## src/rtl/fpnew_opgroup_result_arbiter.sv

```systemverilog
// rtl/fpnew_opgroup_result_arbiter.sv - per-channel result FIFOs merged onto one output stream
// Each channel buffers FifoDepth results; a round-robin or fixed-priority arbiter with grant lock drains them.
module fpnew_opgroup_result_arbiter #(
  parameter int NumIn     = 5,
  parameter int DataWidth = 38,
  parameter int FifoDepth = 2,
  parameter int ArbMode   = 0,
  localparam int IdxWidth = (NumIn > 1) ? $clog2(NumIn) : 1,
  localparam int CntWidth = $clog2(FifoDepth + 1)
) (
  input  logic                          clk_i,
  input  logic                          rst_ni,
  input  logic                          flush_i,
  input  logic [NumIn-1:0]              in_valid_i,
  output logic [NumIn-1:0]              in_ready_o,
  input  logic [NumIn*DataWidth-1:0]    in_data_i,
  output logic                          out_valid_o,
  input  logic                          out_ready_i,
  output logic [DataWidth-1:0]          out_data_o,
  output logic [IdxWidth-1:0]           out_idx_o,
  output logic [NumIn*CntWidth-1:0]     fill_o,
  output logic                          busy_o
);

  localparam int PtrWidth = (FifoDepth > 1) ? $clog2(FifoDepth) : 1;

  logic [NumIn-1:0]           w_nonempty;
  logic [NumIn-1:0]           w_push;
  logic [NumIn-1:0]           w_pop;
  logic [NumIn*DataWidth-1:0] w_head;
  logic                       w_out_valid;
  logic                       w_hs;
  logic                       w_found;
  logic [IdxWidth-1:0]        w_arb_idx;
  logic [IdxWidth-1:0]        w_grant;
  logic [DataWidth-1:0]       w_sel_data;
  logic [IdxWidth-1:0]        r_rr_ptr;
  logic [IdxWidth-1:0]        r_lock_idx;
  logic                       r_locked;

  for (genvar g = 0; g < NumIn; g++) begin : g_ch
    logic [DataWidth-1:0] r_mem [FifoDepth];
    logic [PtrWidth-1:0]  r_rd_ptr;
    logic [PtrWidth-1:0]  r_wr_ptr;
    logic [CntWidth-1:0]  r_fill;

    // Ready depends only on registered occupancy, so a full FIFO refuses even while being popped.
    assign in_ready_o[g] = (r_fill != CntWidth'(FifoDepth)) & ~flush_i;
    assign w_push[g]     = in_valid_i[g] & in_ready_o[g];
    assign w_pop[g]      = w_hs & (w_grant == IdxWidth'(g));
    assign w_nonempty[g] = (r_fill != '0);
    assign fill_o[g*CntWidth +: CntWidth]   = r_fill;
    assign w_head[g*DataWidth +: DataWidth] = r_mem[r_rd_ptr];

    always_ff @(posedge clk_i) begin
      if (!rst_ni || flush_i) begin
        r_rd_ptr <= '0;
        r_wr_ptr <= '0;
        r_fill   <= '0;
      end else begin
        if (w_push[g]) begin
          r_wr_ptr <= (r_wr_ptr == PtrWidth'(FifoDepth - 1)) ? '0 : r_wr_ptr + PtrWidth'(1);
        end
        if (w_pop[g]) begin
          r_rd_ptr <= (r_rd_ptr == PtrWidth'(FifoDepth - 1)) ? '0 : r_rd_ptr + PtrWidth'(1);
        end
        r_fill <= r_fill + CntWidth'(w_push[g]) - CntWidth'(w_pop[g]);
      end
    end

    always_ff @(posedge clk_i) begin
      if (w_push[g]) begin
        r_mem[r_wr_ptr] <= in_data_i[g*DataWidth +: DataWidth];
      end
    end
  end

  assign w_out_valid = (|w_nonempty) & ~flush_i & rst_ni;
  assign w_hs        = w_out_valid & out_ready_i;

  always_comb begin
    w_arb_idx = '0;
    w_found   = 1'b0;
    if (ArbMode == 0) begin
      for (int k = 0; k < NumIn; k++) begin
        if (!w_found && w_nonempty[(int'(r_rr_ptr) + k) % NumIn]) begin
          w_arb_idx = IdxWidth'((int'(r_rr_ptr) + k) % NumIn);
          w_found   = 1'b1;
        end
      end
    end else begin
      for (int k = 0; k < NumIn; k++) begin
        if (!w_found && w_nonempty[k]) begin
          w_arb_idx = IdxWidth'(k);
          w_found   = 1'b1;
        end
      end
    end
  end

  // A stalled grant stays put so the downstream sees a stable word until it takes it.
  assign w_grant = r_locked ? r_lock_idx : w_arb_idx;

  always_comb begin
    w_sel_data = '0;
    for (int k = 0; k < NumIn; k++) begin
      if (w_grant == IdxWidth'(k)) begin
        w_sel_data = w_head[k*DataWidth +: DataWidth];
      end
    end
  end

  always_ff @(posedge clk_i) begin
    if (!rst_ni || flush_i) begin
      r_rr_ptr   <= '0;
      r_locked   <= 1'b0;
      r_lock_idx <= '0;
    end else if (w_hs) begin
      r_locked <= 1'b0;
      r_rr_ptr <= (w_grant == IdxWidth'(NumIn - 1)) ? '0 : w_grant + IdxWidth'(1);
    end else if (w_out_valid) begin
      r_locked   <= 1'b1;
      r_lock_idx <= w_grant;
    end
  end

  assign out_valid_o = w_out_valid;
  assign out_data_o  = w_out_valid ? w_sel_data : '0;
  assign out_idx_o   = w_out_valid ? w_grant : '0;
  assign busy_o      = w_out_valid;

endmodule

```

## config.mk

```make
export PLATFORM = sky130hd
export DESIGN_NAME = fpnew_opgroup_result_arbiter
export DESIGN_NICKNAME = d
export VERILOG_FILES = /design/src/rtl/fpnew_opgroup_result_arbiter.sv
export SDC_FILE = /design/constraint.sdc
export NUM_CORES = 1
export LEC_CHECK = 0
export BUFFER_PORTS_ARGS = -buffer_cell sky130_fd_sc_hd__buf_2
export CAP_MARGIN = 20
export CORE_MARGIN = 10
export CORE_UTILIZATION = 57
export CTS_BUF_LIST = sky130_fd_sc_hd__clkbuf_16
export CTS_CLUSTER_DIAMETER = 150
export CTS_CLUSTER_SIZE = 8
export DETAILED_ROUTE_END_ITERATION = 7
export PLACE_DENSITY = 0.75
export SETUP_SLACK_MARGIN = 0.5
export SYNTH_ARGS = -nofsm -noshare
export SYNTH_HDL_FRONTEND = slang
export SYNTH_SLANG_ARGS = --single-unit
```

## constraint.sdc

```tcl
create_clock -name clk_i -period 9.1 [get_ports clk_i]
set_clock_uncertainty 0.2 [all_clocks]
set_input_delay 1.82 -clock clk_i [delete_from_list [all_inputs] [get_ports clk_i]]
set_output_delay 1.82 -clock clk_i [all_outputs]
set_load 0.01 [all_outputs]
```

==> metrics.md, run 1 <==
| Metric | Value |
|---|---|
| Num CTS Buffers | 57 |
| Crit. Startpoint | r_rr_ptr[1] |
| Slew at the pin closest to its max-slew limit | 1.08 ns |
| Largest net degree at the start of global routing | 75 |
| Nets@finish | around 1700 |
| Async SR Flop Fraction | 0% |
| Clock-pin transition on the worst setup and hold timing paths | 0.06 ns |
| Gr ovfl total | 0 |
| Global placer's final weighted congestion | around 0.87 |
| Maxcap violations | 0 |
| Setup WS post-layout | 0.695 ns |
| Row cnt | 64 |
| CTS H-Tree Depth | 2 |
| Die X-Extent | 197 um |
| Dpl hpwl | between 30000 and 40000 um |
| DR WL/cell | 26.0 um |
| Global-route met1 utilization | 31.2% |
| Hold buffers post-CTS | 0 |
| Arr. time, crit path | about 6.4 ns |
| Min Tclk post-route | 8.40 ns |
| CTS Root Cell | clkbuf_16 |
| Worst slew margin | 28.1% |
| Unrepaired setup endpoints after global routing | true |
| Synth top area cells | edfxtp_1 (64%), mux2_2 (5.2%), mux2i_1 (4.9%) |
| Power, Total | 0.00525 W |
| Yosys reg bits | around 410 |
| Prevailing post-synth register cell | edfxtp_1 |
| Yosys top cell area share | 63.7% |
| Final Max Slew Viols | 0 |
| Reg2reg path depth | 31 |
| # setup viols final | 0 |
| Initial antenna violation count | 20 |
| DRT iter0 DRCs | 1065 |
| Worst setup path endpoint | out_data_o[33] |
| Die area | a little under 40000 sq um |
| Io pins | around 260 |
| DRC Markers | 0 |
| Worst R2R Setup Slack | a little under 3 ns |
| Hold/Removal Path Class | reg2reg |
| Crit start category | flip-flop |
| Leak Pwr | just under 8 nW |
| Global-route wire length before repair | ~72000 um |
| Part of the cycle the worst path needs | 92.4% |
| Vias in the first global route | about 12000 |
| Crit path max fanout | 7 |
| Power per cell area | about 240 nW/um^2 |
| Synth cell count leaders | edfxtp_1 (380), mux2i_1 (87), mux2_2 (83), clkbuf_1 (54), nor2b_1 (47) |
| Worst r2r src | r_rr_ptr[1] |
| Layout area overhead | 21.9% |
| Pre-CTS setup slack | 0.815 ns |
| Setup TNS | 0 ns |
| # fillers | roughly 2000 |
| Area leader, netlist | edfxtp_1 |
| Cell count after synthesis | approximately 1200 |
| Max VDD drop | 0.215 mV |
| Warnings, synthesis | 0 |
| Kind of critical path | reg2out |
| Fmax | ~120 MHz |
| Core Box Area | about 31000 sq um |
| Status | finished, final reports clean |
| Share of layout cells above drive strength 1 | a little over a third |
| CTS max path bufs | 3 |
| Port Buf Inserts | about 260 |
| Hold Fails Final Rpt | 0 |
| Hold WS | between 0.2 and 0.3 ns |
| All-Layer GR Usage | 24.5% |
| Final ANT Viol Nets | 0 |
| Gr busiest metal | met2 |
| Synthesized Nets | 1411 |
| Reg-to-Reg End | g_ch[3].r_fill[1] |
| Clk_lat worst skew | slightly below 0.6 ns |
| Sink Count | about 410 |
| Grt met2 use | around two fifths |
| TritonCTS clock tree | yes |
| Via/cell ratio | 6.17 |
| Post-synthesis sequential area ratio | 67.3% |
| Setup crit end kind | output pin |
| Avg Cell Area, Syn | 15.2 sq um |
| TritonRoute pass-1 iters | 5 |
| Mapped cell area | approximately 18000 sq um |
| Number of flops mapped to enable cells by yosys | 380 |
| Initial Util | between 50% and 60% |
| Routed vias | about 12000 |
| Post-synthesis cell type count | 73 |
| Most numerous cell in the Yosys netlist | edfxtp_1 |
| CP required | just over 7 ns |
| Met3 Use GR | ~6.5% |
| WL final | 49400 um |
| Die span in y | approximately 200 um |
-- registers in the layout, indices dropped and copies added, names as in the netlist, named ones only --
name,flops
g_ch.r_mem,380
g_ch.r_wr_ptr,5
r_lock_idx,3
r_locked,1
g_ch.r_fill,10
g_ch.r_rd_ptr,5
r_rr_ptr,3
-- placed cells by master, fill, tap and decap left out, types with 4 or more instances in the layout --
master	instances
nand2b_1	13
a2111oi_1	16
dfxtp_2	5
a2111oi_2	9
xor2_1	10
mux2i_1	86
and2_1	10
nor3_1	7
nor2b_1	45
nor2_4	6
o32ai_2	16
and3_1	6
clkbuf_16	57
buf_4	35
and3_2	5
diode_2	18
edfxtp_1	380
inv_1	46
mux2_2	83
buf_12	6
ha_1	28
o32ai_1	21
dfxtp_1	27
xnor2_1	14
a2111oi_0	13
nand3_1	4
nor2_1	39
or2_2	4
nand2_1	34
buf_2	256
a21oi_1	23
o21ai_0	15
a22oi_1	38
a22o_1	36
-- through the flow --
step                cell area [sq um]  util (%)  cells
finish                          21800      70.8   1903
global route                    21800      70.7   1889
CTS                             21400      69.4   1876
detailed placement              19700      63.9   1788
global placement                19700      63.9   1788
floorplan                       17900         -   1179
-- area by class of cell --
| type | count | area [sq um] | area share, % |
|---|---|---|---|
| sequential | 412 | 12100 | 55.2 |
| antenna | 18 | 45.0 | 0.206 |
| multi-input combinational | 667 | 5820 | 26.7 |
| inverter | 31 | 116 | 0.533 |
| clock buffer | 57 | 1430 | 6.53 |
| clock inverter | 22 | 153 | 0.699 |
| timing repair buffer | 300 | 1710 | 7.85 |
| tap | 396 | 495 | 2.27 |
-- layer usage --
layer | vias to the layer above | part of all wire, % | routed length [um]
met3 | 105 | 10 | 4990
met2 | 535 | 48 | 24000
met4 | 12 | 2.6 | 1300
met5 | - | 0.17 | 84
met1 | 5812 | 39 | 19100
li1 | 5278 | - | -
-- power by group --
group          switching, W  total [W]  internal [W]
logic              0.000728    0.00122      0.000495
clock network      0.000736    0.00187       0.00113
registers         0.0000212    0.00216       0.00214
total               0.00149    0.00525       0.00376
-- critical path, stage by stage (launching register included) --
cell and delay, ns:
dfxtp_1 0.31, inv_2 0.10, ha_4 0.17, inv_1 0.06, ha_2 0.37, inv_1 0.08
ha_1 0.23, nor3_4 0.29, nor3_1 0.10, nor2_1 0.15, inv_1 0.08, ha_1 0.21
inv_1 0.06, o21ai_0 0.07, o32a_1 0.40, mux2_2 0.33, a32oi_4 0.27, nand2b_1 0.15
and4_1 0.18, a211oi_1 0.05, o31ai_1 0.29, inv_1 0.13, ha_1 0.25, ha_4 0.21
nand2b_2 0.31, a2111oi_1 0.62, o32ai_2 0.18, buf_2 0.17
-- cells by family (layout without fill, tap and decap cells) --
| logic type | after synthesis | after routing | synth area share (%) |
|---|---|---|---|
| flip-flops | 412 | 412 | 67.3 |
| AO/OA/AOI/OAI | 234 | 235 | 10.4 |
| other | 0 | 18 | 0 |
| multiplexers | 174 | 174 | 10.5 |
| AND/OR/NAND/NOR | 198 | 200 | 5.90 |
| adder cells (fa/ha/maj) | 33 | 33 | 2.31 |
| XOR/XNOR | 25 | 25 | 1.26 |
| buffers and inverters | 103 | 410 | 2.33 |
-- worst min path at each step --
stage	start	endpoint	slack, ns	cells after the start
final	g_ch[0].r_rd_ptr	flip-flop	0.26	1
after detailed placement	g_ch[1].r_rd_ptr	flip-flop	0.26	1
after global routing	g_ch[0].r_rd_ptr	g_ch[0].r_rd_ptr	0.28	1
after CTS	g_ch[0].r_rd_ptr	flip-flop	0.26	1
after global placement	g_ch[1].r_rd_ptr	flip-flop	0.24	1
after floorplan	g_ch[1].r_rd_ptr	flip-flop	0.24	1
-- what timing repair did --
| action | 4_1_cts | 5_1_grt |
|---|---|---|
| pin swaps | 2 | 5 |
| setup endpoints to repair | 38 | 38 |
| resized for setup | 5 | 66 |
| buffers inserted | 8 | 4 |
| cloned | 1 | 2 |
(Power assumes the default switching activity.)
==> run 2, diff against run 1 <==
==> constraint.sdc (replaced) <==
create_clock -name clk_i -period 9.4 [get_ports clk_i]
set_clock_uncertainty 0.2 [all_clocks]
set_input_delay 1.88 -clock clk_i [delete_from_list [all_inputs] [get_ports clk_i]]
set_output_delay 1.88 -clock clk_i [all_outputs]
set_load 0.01 [all_outputs]
==> run 2 against run 1 <==
Non-clock buffer count decreased by 7. Clock power decreased by 4%. Utilization decreased by 0.86 points. Via count decreased by 1.1%.
==> metrics.md, run 2 (synthesis results as in run 1) <==
| Metric | Value |
|---|---|
| Sink Count | 412 (unchanged) |
| Global-route wire length before repair | 71000 um (-2.0%) |
| Util after Layout | 69.9% (-0.86 points) |
| Gr ovfl total | 0 (unchanged) |
| TritonCTS clock tree | yes |
| DRT iter0 DRCs | 955 (-10%) |
| Final Max Slew Viols | 0 (unchanged) |
| CTS max path bufs | 3 (unchanged) |
| Cell Count Post-Placement | 1786 (-0.11%) |
| Power per cell area | 232 nW/um^2 (-3.4%) |
| DR WL/cell | 25.6 um (-1.5%) |
| Share of layout cells above drive strength 1 | 33.5% (-1.4 points) |
| Crit path max fanout | 17 (+10) |
| Num CTS Buffers | 57 (unchanged) |
| CP required | 7.32 ns (+0.24 ns) |
| Maxcap violations | 0 (unchanged) |
| Die area | 38900 sq um (unchanged) |
| Part of the cycle the worst path needs | around nine tenths |
| Most common cell after layout, fill and taps aside | edfxtp_1 |
| Hold Fails Final Rpt | 0 (unchanged) |
| Vias in the first global route | 11700 (-2.4%) |
| Hold_sp | g_ch[0].r_rd_ptr |
| Hold WS | 0.264 ns (+0.000786 ns) |
| Worst r2r src | r_rr_ptr[1] |
| Register with the most flip-flops | g_ch.r_mem |
| Nets@finish | 1694 (-0.41%) |
| Hold/Removal Path Class | reg2reg |
| Clock-pin transition on the worst setup and hold timing paths | 0.06 ns (about the same) |
| Global placer's final weighted congestion | 0.850 (-2.6%) |
| # setup viols final | 0 (unchanged) |
| Layout area overhead | 20.4% |
| Final ANT Viol Nets | 0 (unchanged) |
| Flip-flop and latch area | 12100 sq um (unchanged) |
| Arr. time, crit path | 6.52 ns (+0.14 ns) |
| P_sw | 0.00139 W (-6.2%) |
| # fillers | 2048 (+2.0%) |
| Combinational fraction of design power | 22.5% (-0.8 points) |
| Io pins | 257 (unchanged) |
| TritonRoute pass-1 iters | 7 (+2) |
| Cell Int Power | 0.00362 W (-3.9%) |
| Leak Pwr | 7.75 nW (-1.7%) |
| Min Tclk post-route | 8.60 ns |
| Reg-to-Reg End | g_ch[3].r_fill[1] |
| Initial antenna violation count | 24 (+20%) |
| Placed inst area | 19700 sq um (-0.20%) |
| Slew at the pin closest to its max-slew limit | 1.07 ns (-0.00761 ns) |
| Unrepaired setup endpoints after global routing | true |
| Max VDD drop | 0.176 mV (-18%) |
| Max stage delay on crit path | 0.58 ns (-0.04 ns) |
| Hold buffers post-CTS | 0 (unchanged) |
| WL final | 48300 um (-2.3%) |
| Routed vias | 11600 (-1.1%) |
| Via/cell ratio | 6.15 (-0.27%) |
| CTS Root Cell | clkbuf_16 |
| Regs by FF count | g_ch.r_mem (380), g_ch.r_fill (10) |
| Die X-Extent | 197 um (unchanged) |
| Top delay family on crit path | simple AND/OR/NAND/NOR gates |
| Status | finished, final reports clean |
| Worst path slowest cell | or4_1 |
| Kind of critical path | reg2out |
| Worst R2R Setup Slack | 2.97 ns (+0.06 ns) |
| All-Layer GR Usage | 24.0% (-0.47 points) |
| Reg2reg path depth | 30 (-3.2%) |
| CTS H-Tree Depth | 2 (unchanged) |
| WP depth | 27 (unchanged) |
| Max reg flops | 380 (unchanged) |
| Clk_lat worst skew | 0.56 ns (-0.02 ns) |
| Worst slew margin | 28.6% (+0.51 points) |
| Dpl hpwl | 31900 um (-1.6%) |
| Buf+Inv Stages, Crit Path | 8 (+1) |
| Non-Filler Instances | 1887 (-0.84%) |
| Clock power share | 35.9% (+0.3 points) |
| Initial Util | 58.1% (unchanged) |
| Sequential power share | 41.6% (+0.5 points) |
| Port Buf Inserts | 256 (unchanged) |
| Crit. Startpoint | r_rr_ptr[1] |
| Most frequent cells in the layout | edfxtp_1 (380), buf_2 (256), mux2i_1 (87), mux2_2 (83), clkbuf_16 (58) |
| Setup crit end kind | output pin |
| Final instance area | 21600 sq um (-1.2%) |
| Setup TNS | 0 ns (unchanged) |
| Core Box Area | 30800 sq um (unchanged) |
| Area occupied by multi-input gates | 5680 sq um (-2.5%) |
| Crit start category | flip-flop |
| Switching Share | 27.8% (-0.49 points) |
| Row cnt | 64 (unchanged) |
| DRC Markers | 0 (unchanged) |
| Largest net degree at the start of global routing | 48 (-36%) |
| Most used cell, CP | inv_1 |
| Fmax | ~120 MHz |
| Die span in y | 197 um (unchanged) |
| Worst setup path endpoint | out_data_o[37] |
run 2: cell types whose count changed in the layout (fill, tap and decap cells not counted), sizes merged:
| cell | before | now |
|---|---|---|
| buf | 300 | 293 |
| clkbuf | 57 | 58 |
| clkinv | 3 | 2 |
| inv | 49 | 40 |
| nand2b | 16 | 15 |
| nor2 | 45 | 46 |
run 2: repair_timing:
item,in CTS,in global routing
gates resized for setup,3,35
setup endpoints to repair,12,38
buffers inserted,0,7
cloned,1,2
pin swaps,2,2
run 2: metrics by stage:
step	total power (W)	setup WS, ns
3_5_place_dp	0.00314	0.843
2_1_floorplan	0.00274	1.16
6_report	0.00501	0.799
5_1_grt	0.00518	0.427
4_1_cts	0.00494	0.480
3_3_place_gp	0.00312	1.08
run 2: worst min-delay path by stage:
| stage | to | slack, ns | cells past startpoint |
|---|---|---|---|
| floorplan | flip-flop | 0.24 | 1 |
| global placement | flip-flop | 0.24 | 1 |
| detailed placement | flip-flop | 0.25 | 1 |
| CTS | flip-flop | 0.26 | 1 |
| global route | flip-flop | 0.29 | 1 |
| finish | flip-flop | 0.26 | 1 |
run 2: routing by layer:
metal	wire, um	track usage, %	part of all wire (%)	vias to the layer above
li1	-	-	-	5251
met1	18200	30.1	38	5718
met2	23500	38.9	49	513
met3	5100	7.61	11	112
met4	1400	7.86	2.9	18
met5	135	0	0.28	-
run 2: layout make-up:
class	instances	share of cell area [%]
Tap cell	396	2.30
Clock buffer	58	6.73
Antenna cell	18	0.209
Sequential cell	412	55.9
Timing Repair Buffer	293	7.51
Multi-Input combinational cell	667	26.3
Clock inverter	12	0.476
Inverter	31	0.540
run 2: power groups by stage:
| stage | logic, W | clock network (W) | registers, W |
|---|---|---|---|
| after global routing | 0.00119 | 0.00190 | 0.00209 |
| after CTS | 0.00103 | 0.00182 | 0.00209 |
| after global placement | 0.00100 | 0 | 0.00212 |
| after floorplan | 0.000628 | 0 | 0.00212 |
| after detailed placement | 0.00101 | 0 | 0.00212 |
| final | 0.00113 | 0.00180 | 0.00209 |
==> run 3, diff against run 2 <==
--- a/config.mk
+++ b/config.mk
@@ -13,7 +13,7 @@
 export CTS_CLUSTER_DIAMETER = 150
 export CTS_CLUSTER_SIZE = 8
 export DETAILED_ROUTE_END_ITERATION = 7
-export PLACE_DENSITY = 0.75
+export PLACE_DENSITY = 0.79
 export SETUP_SLACK_MARGIN = 0.5
 export SYNTH_ARGS = -nofsm -noshare
 export SYNTH_HDL_FRONTEND = slang
==> run 3 against run 2 <==
Clock power hardly changed. Hold slack got worse by 0.0010 ns. Setup slack better by 0.052 ns. Non-clock buffer count fell by 1. Combinational power hardly changed. Via count grew 1.6%. Sequential share of layout area decreased by 0.31 points. Final cell count increased by 0.32%. Register-to-register slack improved by 0.21 ns. First-iteration DRC count rose by 0.21%. Final area increased by 0.56%. Maximum frequency rose by 0.61%. Critical path type unchanged. Critical endpoint is now out_data_o[7]. Largest power group unchanged.
==> metrics.md, run 3 (synthesis results as in run 1) <==
| Metric | Value |
|---|---|
| Gr ovfl total | 0 (unchanged) |
| Initial Util | 58.1% (unchanged) |
| Combinational fraction of design power | 22.6% (about the same) |
| Global-route wire length before repair | 71900 um (+1.2%) |
| Reg2reg path depth | 31 (+3.3%) |
| Clock power share | 36.1% (+0.2 points) |
| Switching Share | 28.4% (+0.58 points) |
| Die span in y | 197 um (unchanged) |
| Final Max Slew Viols | 0 (unchanged) |
| Sequential power share | 41.3% (-0.3 points) |
| Crit path max fanout | 18 (+1) |
| DRC Markers | 0 (unchanged) |
| Hold path depth | 1 (unchanged) |
| Num CTS Buffers | 57 (unchanged) |
| Worst path slowest cell | o32a_1 |
| Hold Fails Final Rpt | 0 (unchanged) |
| TritonRoute pass-1 iters | 5 (-2) |
| Port Buf Inserts | 256 (unchanged) |
| Row cnt | 64 (unchanged) |
| Routed vias | 11800 (+1.6%) |
| Kind of critical path | reg2out |
| Buf+Inv Stages, Crit Path | 8 (unchanged) |
| Unrepaired setup endpoints after global routing | false |
| DRT iter0 DRCs | 957 (+0.21%) |
| WL final | 49100 um (+1.7%) |
| # setup viols final | 0 (unchanged) |
| Hold/Removal Path Class | reg2reg |
| Reg-to-Reg End | g_ch[3].r_fill[1] |
| Vias in the first global route | 12000 (+2.3%) |
| Register with the most flip-flops | g_ch.r_mem |
| All-Layer GR Usage | 24.2% (+0.18 points) |
| Nets@finish | 1692 (-0.12%) |
| Maxcap violations | 0 (unchanged) |
| Sink Count | 412 (unchanged) |
| Final ANT Viol Nets | 0 (unchanged) |
| Core Box Area | 30800 sq um (unchanged) |
| Via/cell ratio | 6.23 (+1.3%) |
| TritonCTS clock tree | yes |
| Most frequent cells in the layout | edfxtp_1 (380), buf_2 (256), mux2i_1 (86), mux2_2 (83), clkbuf_16 (57) |
| Cell Int Power | 0.00362 W (+0.14%) |
| Die area | 38900 sq um (unchanged) |
| Worst r2r src | r_rr_ptr[1] |
| CTS Root Cell | clkbuf_16 |
| Slew at the pin closest to its max-slew limit | 1.10 ns (+0.0293 ns) |
| Dpl hpwl | 31700 um (-0.89%) |
| Regs by FF count | g_ch.r_mem (380), g_ch.r_fill (10) |
| Share of layout cells above drive strength 1 | 33.2% (-0.29 points) |
| Part of the cycle the worst path needs | 90.9% (-0.56 points) |
| Global placer's final weighted congestion | 0.884 (+3.9%) |
| Largest net degree at the start of global routing | 48 (unchanged) |
| Most used cell, CP | inv_1 |
| Clk_lat worst skew | 0.57 ns (about the same) |
| Status | finished, final reports clean |
| Cell Count Post-Placement | 1782 (-0.22%) |
| Worst R2R Setup Slack | 3.18 ns (+0.21 ns) |
| Io pins | 257 (unchanged) |
| Leak Pwr | 7.83 nW (+1.1%) |
| Final instance area | 21700 sq um (+0.56%) |
| Setup crit end kind | output pin |
| Setup TNS | 0 ns (unchanged) |
| Layout area overhead | 21.1% |
| CP required | 7.32 ns (about the same) |
| Worst slew margin | 26.6% (-2.0 points) |
| Fmax | 117 MHz (+0.61%) |
| Placed inst area | 19700 sq um (about the same) |
| Hold_sp | g_ch[1].r_rd_ptr |
| Crit start category | flip-flop |
| P_sw | 0.00144 W (+3.1%) |
| Min Tclk post-route | 8.55 ns (-0.0524 ns) |
| Max stage delay on crit path | 0.44 ns (-0.14 ns) |
| CTS H-Tree Depth | 2 (unchanged) |
| Max reg flops | 380 (unchanged) |
| CTS max path bufs | 3 (unchanged) |
| Clock-pin transition on the worst setup and hold timing paths | 0.06 ns (about the same) |
| DR WL/cell | 26.0 um (+1.4%) |
| Top delay family on crit path | compound AO/OA/AOI/OAI gates |
| Initial antenna violation count | 21 (-13%) |
| Arr. time, crit path | 6.47 ns (-0.05 ns) |
| Power per cell area | 233 nW/um^2 (+0.40%) |
| Most common cell after layout, fill and taps aside | edfxtp_1 |
| Non-Filler Instances | 1893 (+0.32%) |
| Die X-Extent | 197 um (unchanged) |
| Max VDD drop | 0.158 mV (-9.8%) |
-- run 3: changes by cell type in the layout (fill, tap and decap cells not counted), sizes merged --
cell	previous run	this run
clkbuf	58	57
clkinv	2	4
inv	40	48
diode	18	17
o21ai	17	16
buf	293	292
-- run 3: layout make-up --
type                       instances  area, sq um
antenna                           17         42.5
clock buffer                      57         1430
clock inverter                    22          160
fill                            2049         9150
inverter                          31          116
multi-input combinational        666         5700
sequential                       412        12100
tap                              396          495
timing repair buffer             292         1690
-- run 3: per-stage QoR --
| step | worst slack (ns) | util (%) | power [W] | hold WS [ns] |
|---|---|---|---|---|
| floorplan | 1.16 | - | 0.00274 | 0.237 |
| global placement | 0.988 | 63.7 | 0.00312 | 0.236 |
| detailed placement | 0.825 | 63.8 | 0.00314 | 0.250 |
| CTS | 0.504 | 69.0 | 0.00497 | 0.263 |
| global route | 0.481 | 70.2 | 0.00522 | 0.290 |
| finish | 0.851 | 70.3 | 0.00506 | 0.263 |
-- run 3: how the worst max path moves through the flow --
stage,start,end,cells past startpoint
floorplan,r_rr_ptr[1],out_data_o[15],24
global placement,r_rr_ptr[1],out_data_o[37],27
detailed placement,r_rr_ptr[1],out_data_o[1],27
CTS,r_rr_ptr[1],out_data_o[28],27
global route,r_rr_ptr[1],out_data_o[24],28
finish,r_rr_ptr[1],out_data_o[7],28
-- run 3: repair_timing --
item / in CTS / in global routing
pin swaps: 1 / 6
cloned: 1 / 1
hold buffers: 0 / 0
setup buffers: 0 / 8
setup endpoints to repair: 37 / 38
resized for setup: 4 / 36
-- run 3: routing by layer --
metal / up-vias / wire [um] / track usage [%]
met4: 18 / 1340 / 7.97
met1: 5820 / 19200 / 30.3
li1: 5240 / - / -
met2: 605 / 23600 / 39.6
met5: - / 104 / 0
met3: 112 / 4980 / 7.22
-- run 3: power by group through the flow --
stage          Sequential, W  Clock, W  Combinational, W
5_1_grt              0.00209   0.00193           0.00120
4_1_cts              0.00209   0.00184           0.00103
2_1_floorplan        0.00212         0          0.000628
6_report             0.00209   0.00183           0.00114
3_3_place_gp         0.00213         0          0.000996
3_5_place_dp         0.00213         0           0.00101
